`src/rtl/priority_encoder_q.sv`:
```
// Clocked priority encoder: sticky pending register, fixed or round-robin selection,
// one encoded index issued per valid/ready handshake.
module priority_encoder_q #(
   parameter int N    = 8,
   parameter int W    = $clog2(N),
   parameter int MODE = 0
) (
   input  logic         clk,
   input  logic         rst,
   input  logic         en,
   input  logic [N-1:0] req,
   input  logic         ready,
   output logic         valid,
   output logic [W-1:0] y,
   output logic [N-1:0] pend
);

   typedef enum logic {IDLE, HOLD} state_t;

   state_t       state_q, state_d;
   logic [W-1:0] y_q, y_d;
   logic [W-1:0] g_q, g_d;
   logic [N-1:0] pend_q, pend_d;
   logic [N-1:0] clr;
   logic [N-1:0] cand;
   logic [W-1:0] sel;
   logic         sel_found;

   function automatic logic [N-1:0] onehot(input logic [W-1:0] idx);
      logic [N-1:0] r;
      r      = '0;
      r[idx] = 1'b1;
      return r;
   endfunction

   // Returns {found, index}. Round robin starts just below the last grant g and wraps,
   // so with g=0 the order degenerates to the fixed highest-index-first order.
   function automatic logic [W:0] pick(input logic [N-1:0] c, input logic [W-1:0] g);
      logic         found;
      logic [W-1:0] idx;
      found = 1'b0;
      idx   = '0;
      for (int i = 0; i < N; i++) begin
         int k;
         if (MODE == 0) begin
            k = N - 1 - i;
         end else begin
            k = int'(g) - 1 - i;
            if (k < 0) k = k + N;
         end
         if (!found && c[k]) begin
            found = 1'b1;
            idx   = W'(k);
         end
      end
      return {found, idx};
   endfunction

   always_comb begin
      state_d = state_q;
      y_d     = y_q;
      g_d     = g_q;
      clr     = (state_q == HOLD && ready) ? onehot(y_q) : '0;
      cand    = pend_q & ~clr;
      {sel_found, sel} = pick(cand, g_q);
      // New requests are OR-ed after the clear so a same-cycle re-request survives.
      pend_d  = cand | req;
      case (state_q)
         IDLE: begin
            if (en && sel_found) begin
               y_d     = sel;
               g_d     = sel;
               state_d = HOLD;
            end
         end
         HOLD: begin
            if (ready) begin
               if (en && sel_found) begin
                  y_d = sel;
                  g_d = sel;
               end else begin
                  state_d = IDLE;
               end
            end
         end
         default: state_d = IDLE;
      endcase
   end

   always_ff @(posedge clk) begin
      if (rst) begin
         state_q <= IDLE;
         y_q     <= '0;
         g_q     <= '0;
         pend_q  <= '0;
      end else begin
         state_q <= state_d;
         y_q     <= y_d;
         g_q     <= g_d;
         pend_q  <= pend_d;
      end
   end

   assign valid = (state_q == HOLD);
   assign y     = y_q;
   assign pend  = pend_q;

endmodule

```
`config.mk`:
```
export PLATFORM = sky130hd
export DESIGN_NAME = priority_encoder_q
export DESIGN_NICKNAME = d
export VERILOG_FILES = /design/src/rtl/priority_encoder_q.sv
export SDC_FILE = /design/constraint.sdc
export NUM_CORES = 1
export LEC_CHECK = 0
export BUFFER_PORTS_ARGS = -buffer_cell sky130_fd_sc_hd__buf_2
export CAP_MARGIN = 20
export CORE_MARGIN = 5
export CORE_UTILIZATION = 42
export DETAILED_ROUTE_END_ITERATION = 10
export PLACE_DENSITY = 0.71
export SYNTH_ARGS = -nofsm -noshare
export SYNTH_HDL_FRONTEND = slang
export SYNTH_SLANG_ARGS = --single-unit
```
`constraint.sdc`:
```
create_clock -name clk -period 1.6 [get_ports clk]
set_clock_uncertainty 0.05 [all_clocks]
set_input_delay 0.16 -clock clk [delete_from_list [all_inputs] [get_ports clk]]
set_output_delay 0.16 -clock clk [all_outputs]
set_load 0.02 [all_outputs]
```
---- Word level (Yosys, flattened, before mapping) ----
Index checks and enable logic that the tools add are counted.
operators by class
  $add $sub $neg .......................... 0
  $mul .................................... 0
  divide/modulo/power cells ............... 0
  $lt $le $gt $ge ......................... 2
  equal/unequal tests ..................... 1
  shift-type cells ........................ 0
  mux-type cells .......................... 25
  bitwise operators ....................... 4
  reduce and logical (&&, ||, !) cells .... 17
operator list
  operator              number
  $mux W3               10
  $mux W1               11
  $logic_and A1 B1 Y1   10
  $and A8 B8 Y8         1
  $mux W8               1
  $not A8 Y8            1
  $or A8 B8 Y8          1
  $logic_not A1 Y1      7
  $pmux W3 S2           1
  $lt A3 B4 Y1 const B  1
  $demux W1 S3          1
  $ge A3 B1 Y1 const B  1
  $ne A2 B2 Y1 const B  1
  $pmux W1 S2           1
  $not A1 Y1            1
word-level totals
  register bits after elaboration ......... 12
  bits in latches ......................... 0
  memory bits (writable) .................. 0
  memory bits (read-only) ................. 0
  bits of input ports ..................... 12
  word-level logic and storage cells ...... 52
  memories ................................ 0

---- Depth between registers and ports, before layout ----
Gate-level depths: netlist (run 1).
  depth after elaboration ................. 33
  gate-level depth with buffers ........... 6

---- Worst setup path after synthesis (run 1) ----
OpenSTA, ideal clock, no wires.
  kind .................................... register to register
  from .................................... register y_q[0], in the netlist y[0]
  to ...................................... register y_q[0], in the netlist y[0]
  arrival time ............................ 1.590 ns
  data required time ...................... 1.416 ns
  path slack .............................. -0.173 ns
  stages on the path, launching flop included .. 7
  path buffers ............................ 1
  cell sequence ........................... dfxtp_1 > buf_6 > nand3_1 > o21a_1 > or3_4 > o31ai_2 > a31oi_1
between the ends
  cells in the longest elaborated chain, start to end .. 33
  elaborated cells between the ends (all ways) .. 42
  classes of those cells .................. 2 x order compare; 22 x mux; 2 x bitwise; 16 x reduce/logical
RTL lines
  item                                                                RTL line  source
  from (decl)                                                         21        logic [W-1:0] y_q, y_d;
  from (signal assigned)                                              98        y_q <= y_d;
  $lt A3 B4 Y1 (not written as such) or $ge A3 B1 Y1 (tied branches)  32        r[idx] = 1'b1;
  $logic_and A1 B1 Y1 (not written as such)                           32
  $mux W1 (not written as such)                                       32
  $demux W1 S3                                                        32
  $mux W8                                                             63        clr = (state_q == HOLD && ready) ? onehot(y_q) : '0;
  $not A8 Y8                                                          64        cand = pend_q & ~clr;
  $and A8 B8 Y8                                                       64
  $mux W1                                                             51        if (!found && c[k]) begin
  (+17 left out)                                                      --
  $mux W1                                                             51
  $logic_not A1 Y1                                                    51
  $logic_and A1 B1 Y1                                                 51
  $mux W1                                                             51
  $logic_and A1 B1 Y1                                                 70, 78
  $mux W3 *                                                           70, 78
  $mux W3                                                             77        if (ready) begin
  $pmux W3 S2 *                                                       68        case (state_q)
Every way passes the cells marked *; elsewhere a longest branch is shown, timed or not. The select of a mux whose other input is x is not followed.
A chain may end at the register's enable or synchronous reset.

---- Worst setup path after layout (run 1) ----
Same ends and word-level chain as after synthesis.

==> reports/qor.yml, run 1 <==
outcome:
  status: "complete, but fails checks"
  failed_checks: "negative setup slack"
global_route:
  grt_pass1_wl_um: 2910
  antenna_found_initial: 0
  grt_max_degree: 13
  overflow: 0
  grt_pass1_vias: 665
  grt_usage_pct: 15.1
setup_path:
  endpoint_kind: "flip-flop"
  required_ps: 1700
  reg2reg_from: "y[0]"
  critPathMaxFanout: 6
  critPathLaunch: "y[0]"
  rr_worst_depth: 5
  crit_path_start_kind: "flip-flop"
  r2r_slack_ps: -90
  crit_type: "reg -> reg"
  crit_path_end: "y[0]"
  critical_path_arrival_ps: 1790
  rr_endpoint: "y[0]"
drt:
  antenna_left: 0
  topRoutingLayerUsed: "met4"
  wire_per_inst_um: 15.2
  drt-total-wl_um: 1980
  routed_via_density: 5.74
  met2_length_um: 971
  drt_iter0_drc: 22
  wl_met3_um: 161
  vias: 746
  met1_length_um: 803
  firstDrtPassIters: 5
  drc_errors: 0
finish:
  stdcell_area_um2: 890
  fillCellCount: 146
  antenna_cells: 0
  nets: 127
  multi_input_area_um2: 419
  area_delta_synth_final_pct: 36.5
  drive_gt1_share_pct: 42.1
  regArea_um2: 248
die:
  row_count: 14
  pin_count: 24
  core_region_area_um2: 1490
  die_height_um: 49.4
  dieArea_um2: 2440
  fp.dieW_um: 49.4
  initial_core_util_pct: 43.8
power_and_ir_drop:
  power.leakage_nw: 0.393
  power_density_nw_per_um2: 885
  vdd_ir_drop_max_mv: 0.432
timing:
  min_period_ps: 1690
  relSlewSlack_pct: 83.1
  hold_violations: 0
  rsz0062_at_grt: "yes"
  holdWs_ps: 31.2
  worstMarginPinSlew_ps: 252
  setup_ws_ps: -91.3
  min_period_over_period_pct: 106
  slew_violations: 0
  setup_violations: 3
  fmax_mhz: 591
logic_synthesis:
  yosys_most_used_dff: "dfxtp_1"
  yosys.cell_types.count: 30
  ys_seq_elements: 12
  ys_async_sr_fraction_pct: 0
  synth-edff-count: 0
  yosys_warnings: 0
  ys_seq_area_share_pct: 36.9
  synth_cells: 81
  mappedNetlistNets: 93
  syn-cell-area_um2: 652
  syn_area_per_cell_um2: 8.05
place:
  gp_congestion: 0.830
  dpl_cell_area_um2: 822
  dpl.hpwl_um: 1350
  io_buffers: 23
clocking:
  cts.sinks: 12
  clockRootBuffer: "clkbuf_4"
  clk_latency_ps: 280
  htree_num_levels: 1
  cts_buffer_depth: 2
  cts_tree: "done"
  cts_buffers: 3
  cts_hold_buf: 0
  path_clk_slew_ps: 80
hold_path:
  min_path_cells: 3
  hold_path_class: "in -> reg"
job:
  maxCapViolations: 0
==> cells in the mapped netlist (2+ instances only) <==
cell / instances / area (um2)
a31oi_1: 2 / 12.5
o21ai_0: 4 / 20.0
nand2_1: 3 / 11.3
o31a_1: 2 / 17.5
a21oi_1: 6 / 30.0
a21boi_0: 2 / 15.0
nand2b_1: 3 / 18.8
o21a_1: 3 / 22.5
nor2_1: 21 / 78.8
dfxtp_1: 12 / 240
nand3_1: 4 / 20.0
==> repair_timing <==
item	CTS	global route
setup endpoints to repair	3	3
buffers inserted	2	1
cloned	0	0
resized for setup	2	4
pin swaps	3	2
==> per-layer routing <==
layer	up-vias	global-route usage (%)
met2	33	24.0
met3	7	4.59
met4	0	8.73
met1	347	17.7
met5	-	0
li1	359	-
==> worst min-delay path by stage <==
stage,start,end
2_1_floorplan,rst,y[1]
3_3_place_gp,req[6],pend[6]
3_5_place_dp,req[2],pend[2]
4_1_cts,req[2],pend[2]
5_1_grt,req[2],pend[2]
6_report,req[2],pend[2]
==> where the power goes <==
group	total (mW)	internal, mW	switching [mW]
clock	0.204	0.0968	0.107
sequential	0.353	0.324	0.0282
combinational	0.230	0.0997	0.131
==> metrics by stage <==
| step | setup WS, ps | std cells | setup TNS [ps] | util, % | total power, mW |
|---|---|---|---|---|---|
| floorplan | -32.2 | 81 | -62.6 | - | 0.490 |
| global placement | -27.4 | 123 | -27.4 | 55.2 | 0.558 |
| detailed placement | -52.4 | 123 | -68.9 | 55.2 | 0.563 |
| CTS | -73.0 | 129 | -128 | 58.5 | 0.767 |
| global route | -125 | 130 | -290 | 59.7 | 0.833 |
| finish | -91.3 | 130 | -169 | 59.7 | 0.787 |
==> final cells by class <==
| class | count | share of cell area, % |
|---|---|---|
| timing repair buffer | 31 | 19.4 |
| tap | 16 | 2.25 |
| inverter | 1 | 0.422 |
| sequential | 12 | 27.8 |
| clock buffer | 4 | 2.95 |
| multi-input combinational | 66 | 47.1 |
==> worst max-delay path, stage by stage, from the launching register on <==
cell and delay [ps]:
dfxtp_4 380, and4bb_2 350, a31oi_2 130, a211o_2 350, o31ai_2 240, a31oi_1 80
==> flip-flops by register name, indices dropped and copies added (netlist names) <==
register  cells
valid         1
y             3
pend          8
==> layout by cell type, fill, tap and decap left out, types with 2 or more instances in the layout <==
master / Yosys / layout
nand2b_1: 3 / 2
buf_4: 0 / 7
o21ai_0: 4 / 3
nand3_1: 4 / 3
buf_2: 0 / 23
dfxtp_1: 12 / 8
nor2_1: 21 / 20
clkbuf_4: 0 / 3
o31a_1: 2 / 2
a31oi_1: 2 / 2
nand2_1: 3 / 3
o21a_1: 3 / 3
dfxtp_2: 0 / 3
a21oi_1: 6 / 6
==> cells by family (layout without fill, tap and decap cells) <==
| group | Yosys count | in the layout | share of synthesized area [%] |
|---|---|---|---|
| AO/OA/AOI/OAI | 27 | 27 | 29.6 |
| AND/OR/NAND/NOR | 38 | 38 | 29.2 |
| multiplexers | 1 | 1 | 1.54 |
| flip-flops | 12 | 12 | 36.9 |
| buffers and inverters | 3 | 36 | 2.88 |
Note: power is estimated with default switching activity, not from simulation.
==> run 2, diff against run 1 <==
--- a/config.mk
+++ b/config.mk
@@ -10,7 +10,8 @@
 export CORE_MARGIN = 5
 export CORE_UTILIZATION = 42
 export DETAILED_ROUTE_END_ITERATION = 10
-export PLACE_DENSITY = 0.71
+export PLACE_DENSITY_LB_ADDON = 0.08
 export SYNTH_ARGS = -nofsm -noshare
 export SYNTH_HDL_FRONTEND = slang
 export SYNTH_SLANG_ARGS = --single-unit
+export TNS_END_PERCENT = 1
==> reports/qor.yml, run 2 (synthesized netlist as in run 1, its figures left out) <==
die:
  initial_core_util_pct: 43.8
  row_count: 14
  pin_count: 24
  core_region_area_um2: 1490
  fp.dieW_um: 49.4
  die_height_um: 49.4
  dieArea_um2: 2440
drt:
  routed_via_density: 5.53
  firstDrtPassIters: 4
  antenna_left: 0
  wl_met3_um: 121
  met1_length_um: 866
  met2_length_um: 876
  topRoutingLayerUsed: "met4"
  wire_per_inst_um: 14.4
  vias: 725
  drt-total-wl_um: 1890
  drc_errors: 0
  drt_iter0_drc: 36
finish:
  drive_gt1_share_pct: 41.7
  final_cells: 131
  nets: 128
  final_cell_mix: "23 x buf_2, 21 x nor2_1, 9 x buf_4"
  final_common_cell: "buf_2"
  antenna_cells: 0
  largest_register_ff_count: 8
  area_delta_synth_final_pct: 38.8
place:
  dpl.hpwl_um: 1430
  placed_cells: 127
  gp_congestion: 0.831
  io_buffers: 23
setup_path:
  required_ps: 1710
  crit_path_start_kind: "flip-flop"
  crit_type: "reg -> reg"
  endpoint_kind: "flip-flop"
  critPathMaxFanout: 5
  crit_path_cell_trace: "buf_4 > nand2b_1 > o21a_1 > or3_4 > o31ai_4 > a31oi_1"
  crit_slowest_cell: "or3_4"
  critPathMaxStageDelay_ps: 420
  critical_path_arrival_ps: 1750
clocking:
  post-cts-setup-buffers: 0
  clockRootBuffer: "clkbuf_4"
  cts_buffer_depth: 2
  path_clk_slew_ps: 90
  clk_latency_ps: 290
  cts_tree: "done"
  htree_num_levels: 1
  cts_buffers: 3
  cts.sinks: 12
timing:
  holdWs_ps: 22.0
  rsz0062_at_grt: "yes"
  fmax_mhz: 608
  min_period_over_period_pct: 103
  setup_ws_ps: -45.3
  slew_violations: 0
  relSlewSlack_pct: 77.8
  setup_violations: 3
  worstMarginPinSlew_ps: 329
  hold_violations: 0
  min_period_ps: 1650
global_route:
  grt_pass1_vias: 684
  grt_usage_pct: 16.6
  grt_pass1_wl_um: 3220
  overflow: 0
  grt_max_degree: 13
  antenna_found_initial: 0
power_and_ir_drop:
  vdd_ir_drop_max_mv: 0.534
  power_density_nw_per_um2: 923
  power.total_uw: 835
  power.leakage_nw: 0.401
outcome:
  status: "complete, but fails checks"
  failed_checks: "negative setup slack"
hold_path:
  hold_path_class: "in -> reg"
job:
  maxCapViolations: 0
==> run 2: path summary, 6_finish.rpt <==
kind	start	slack, ps	cells past startpoint	end
hold / removal	req[6]	20	3	pend[6]
hold reg to reg	pend[1]	520	2	y[0]
setup / recovery	y[1]	-50	6	y[0]
setup reg to reg	y[1]	-50	6	y[0]
==> run 2: through the flow <==
| step | setup WS (ps) | cell area, um2 | setup TNS (ps) | utilization [%] |
|---|---|---|---|---|
| 2_1_floorplan | -32.2 | 664 | -62.6 | - |
| 3_3_place_gp | -38.9 | 852 | -38.9 | 57.2 |
| 3_5_place_dp | -54.6 | 852 | -104 | 57.2 |
| 4_1_cts | -38.0 | 896 | -50.5 | 60.2 |
| 5_1_grt | -103 | 905 | -283 | 60.8 |
| 6_report | -45.3 | 905 | -87.9 | 60.8 |
==> run 2: what timing repair did <==
action                     4_1_cts  5_1_grt
hold buffers                     0        0
gates resized for setup          2        1
setup endpoints to repair        2        3
==> run 2: worst max-delay path, delay by kind of cell, from the launching register on <==
kind | cells | cell delay [ps]
AOI/OAI and AO/OA | 3 | 480
DFF | 1 | 350
and+or+nand+nor | 2 | 490
buffers and inverters | 1 | 140
==> run 2: area by class of cell <==
cell class                      count  area [um2]
Sequential cell                    12         250
Fill cell                         158         584
Timing Repair Buffer               32         183
Multi-Input combinational cell     66         412
Clock buffer                        4        36.3
Tap cell                           16        20.0
Inverter                            1        3.75
==> run 2: report_power, final <==
group | internal (mW) | switching [mW]
Clock | 0.139 | 0.117
Combinational | 0.101 | 0.127
Sequential | 0.324 | 0.0269
==> run 2: layer usage <==
metal / GRT usage, % / up-vias
met5: 0 / -
met3: 5.20 / 6
met2: 25.5 / 24
li1: - / 361
met1: 21.4 / 334
met4: 6.55 / 0
==> run 3, diff against run 2 <==
--- a/config.mk
+++ b/config.mk
@@ -5,10 +5,12 @@
 export SDC_FILE = /design/constraint.sdc
 export NUM_CORES = 1
 export LEC_CHECK = 0
+export ABC_AREA = 1
 export BUFFER_PORTS_ARGS = -buffer_cell sky130_fd_sc_hd__buf_2
 export CAP_MARGIN = 20
 export CORE_MARGIN = 5
-export CORE_UTILIZATION = 42
+export CORE_UTILIZATION = 41
+export CTS_CLUSTER_SIZE = 24
 export DETAILED_ROUTE_END_ITERATION = 10
 export PLACE_DENSITY_LB_ADDON = 0.08
 export SYNTH_ARGS = -nofsm -noshare
==> reports/qor.yml, run 3 <==
finish:
  multi_input_area_um2: 369
  stdcell_area_um2: 918
  finish.utilization_pct: 63.2
  antenna_cells: 0
  area_delta_synth_final_pct: 50.1
  final_cell_mix: "23 x buf_2, 13 x inv_1, 13 x nand2_1"
  drive_gt1_share_pct: 50.8
  final_common_cell: "buf_2"
  nets: 134
  largest_register_ff_count: 8
  regArea_um2: 255
  fillCellCount: 141
  final_cells: 136
drt:
  drt-total-wl_um: 1480
  drc_errors: 0
  firstDrtPassIters: 4
  drt_iter0_drc: 11
  wire_per_inst_um: 10.9
  routed_via_density: 4.79
  vias: 652
  antenna_left: 0
timing:
  hold_violations: 0
  fmax_mhz: 623
  rsz0062_at_grt: "yes"
  relSlewSlack_pct: 80.9
  holdWs_ps: 33.8
  setup_violations: 2
  slew_violations: 0
  min_period_ps: 1610
  setup_ws_ps: -6.25
  min_period_over_period_pct: 100
  fin_tns_setup_ps: -7.87
  worstMarginPinSlew_ps: 286
power_and_ir_drop:
  power.total_uw: 749
  power.leakage_nw: 0.491
  vdd_ir_drop_max_mv: 0.486
  power_density_nw_per_um2: 815
logic_synthesis:
  yosys.cell_types.count: 20
  ys_async_sr_fraction_pct: 0
  mappedNetlistNets: 98
  syn-cell-area_um2: 612
  yosys_warnings: 0
  synth_cells: 86
  ys_seq_elements: 12
  synth_top_area_share_pct: 39.3
  yosys_most_used_dff: "dfxtp_1"
  synth-edff-count: 0
  synth_area_leaders: "dfxtp_1 39%, nand2_1 12%, inv_1 8.6%"
  syn_area_per_cell_um2: 7.11
  synthTopCellsByCount: "19 x nand2_1, 14 x inv_1, 12 x dfxtp_1, 12 x nor2_1, 8 x a21oi_1"
  synth.most_common_cell: "nand2_1"
  ys_seq_area_share_pct: 39.3
  yosys.area.top_type: "dfxtp_1"
job:
  maxCapViolations: 0
die:
  initial_core_util_pct: 42.1
  pin_count: 24
  core_region_area_um2: 1450
  fp.dieW_um: 48.6
  die_height_um: 48.6
  dieArea_um2: 2360
  row_count: 14
setup_path:
  critPathMaxStageDelay_ps: 380
  critical_path_arrival_ps: 1730
  cp_top_family: "simple AND/OR/NAND/NOR gates"
  path_buf_inv: 0
  crit_top_cell: "nand2_2"
  critPathMaxFanout: 5
  crit_path_cell_trace: "nand2_4 > nor2_4 > nand2_2 > nand2_2 > nand2_2 > nor3_4 > nand4_2 > nand3_4 > nand2_1 > nand2_1 > nor2_1"
  crit_type: "reg -> reg"
  required_ps: 1730
  endpoint_kind: "flip-flop"
  crit_slowest_cell: "dfxtp_4"
  crit_path_start_kind: "flip-flop"
clocking:
  cts_buffer_depth: 2
  cts.sinks: 12
  cts_buffers: 3
  cts_hold_buf: 0
  htree_num_levels: 1
  clockRootBuffer: "clkbuf_4"
  cts_tree: "done"
  clk_latency_ps: 280
  path_clk_slew_ps: 70
global_route:
  antenna_found_initial: 0
  grt_pass1_vias: 617
  grt_usage_pct: 13.1
  overflow: 0
  grt_max_degree: 11
  grt_pass1_wl_um: 2410
outcome:
  status: "complete, but fails checks"
  failed_checks: "negative setup slack"
place:
  placed_cells: 127
  gp_congestion: 0.747
  dpl.hpwl_um: 1120
  io_buffers: 23
  place_ws_ps: -5.75
  dpl_cell_area_um2: 768
hold_path:
  hold_path_class: "in -> reg"
-- run 3: cell count changes in the layout (fill, tap and decap cells not counted), moves of 3 or more --
cell	delta
inv_1	+12
nand2_1	+10
nand2_2	+8
nand2_4	+3
nand2b_1	-3
nor2_1	-10
o21a_1	-3
o21ai_0	-4
-- run 3: logic make-up (layout without fill, tap and decap cells) --
group,Yosys count,count (layout),share of synthesized area [%]
simple gates,46,46,38.2
flops,12,12,39.3
buf+inv,17,51,10.4
compound gates,11,11,12.1
-- run 3: final cells by class --
class / count / share of cell area, %
clock buffer: 3 / 2.45
multi-input combinational: 57 / 40.2
timing repair buffer: 32 / 20.3
tap: 16 / 2.18
inverter: 16 / 7.08
sequential: 12 / 27.8
-- run 3: timing repair --
item | 4_1_cts | 5_1_grt
setup buffers | 0 | 6
endpoints found under the setup margin | 3 | 4
pin swaps | 0 | 9
gates resized for setup | 2 | 24
-- run 3: worst paths after layout --
kind / startpoint / to / slack, ps / cells past startpoint
setup / recovery: valid / y[1] / -6 / 11
hold reg to reg: pend[5] / pend[5] / 460 / 2
setup reg to reg: valid / y[1] / -6 / 11
hold / removal: req[3] / pend[3] / 30 / 3
-- run 3: report_power, final --
| group | switching, mW | leakage (nW) | total [mW] | internal (mW) |
|---|---|---|---|---|
| combinational | 0.121 | 0.374 | 0.210 | 0.0890 |
| clock | 0.103 | 0.0138 | 0.190 | 0.0874 |
| sequential | 0.0250 | 0.103 | 0.348 | 0.323 |
-- run 3: per-layer routing --
| metal | track usage [%] | part of all wire [%] |
|---|---|---|
| met1 | 14.8 | 45 |
| met2 | 20.2 | 44 |
| met3 | 4.29 | 8.1 |
| met4 | 9.42 | 3.0 |
| met5 | 0 | 0 |
-- run 3: worst min-delay path: stages --
cell,delay [ps]
buf_2,70
nor2_1,30
nor2_1,60
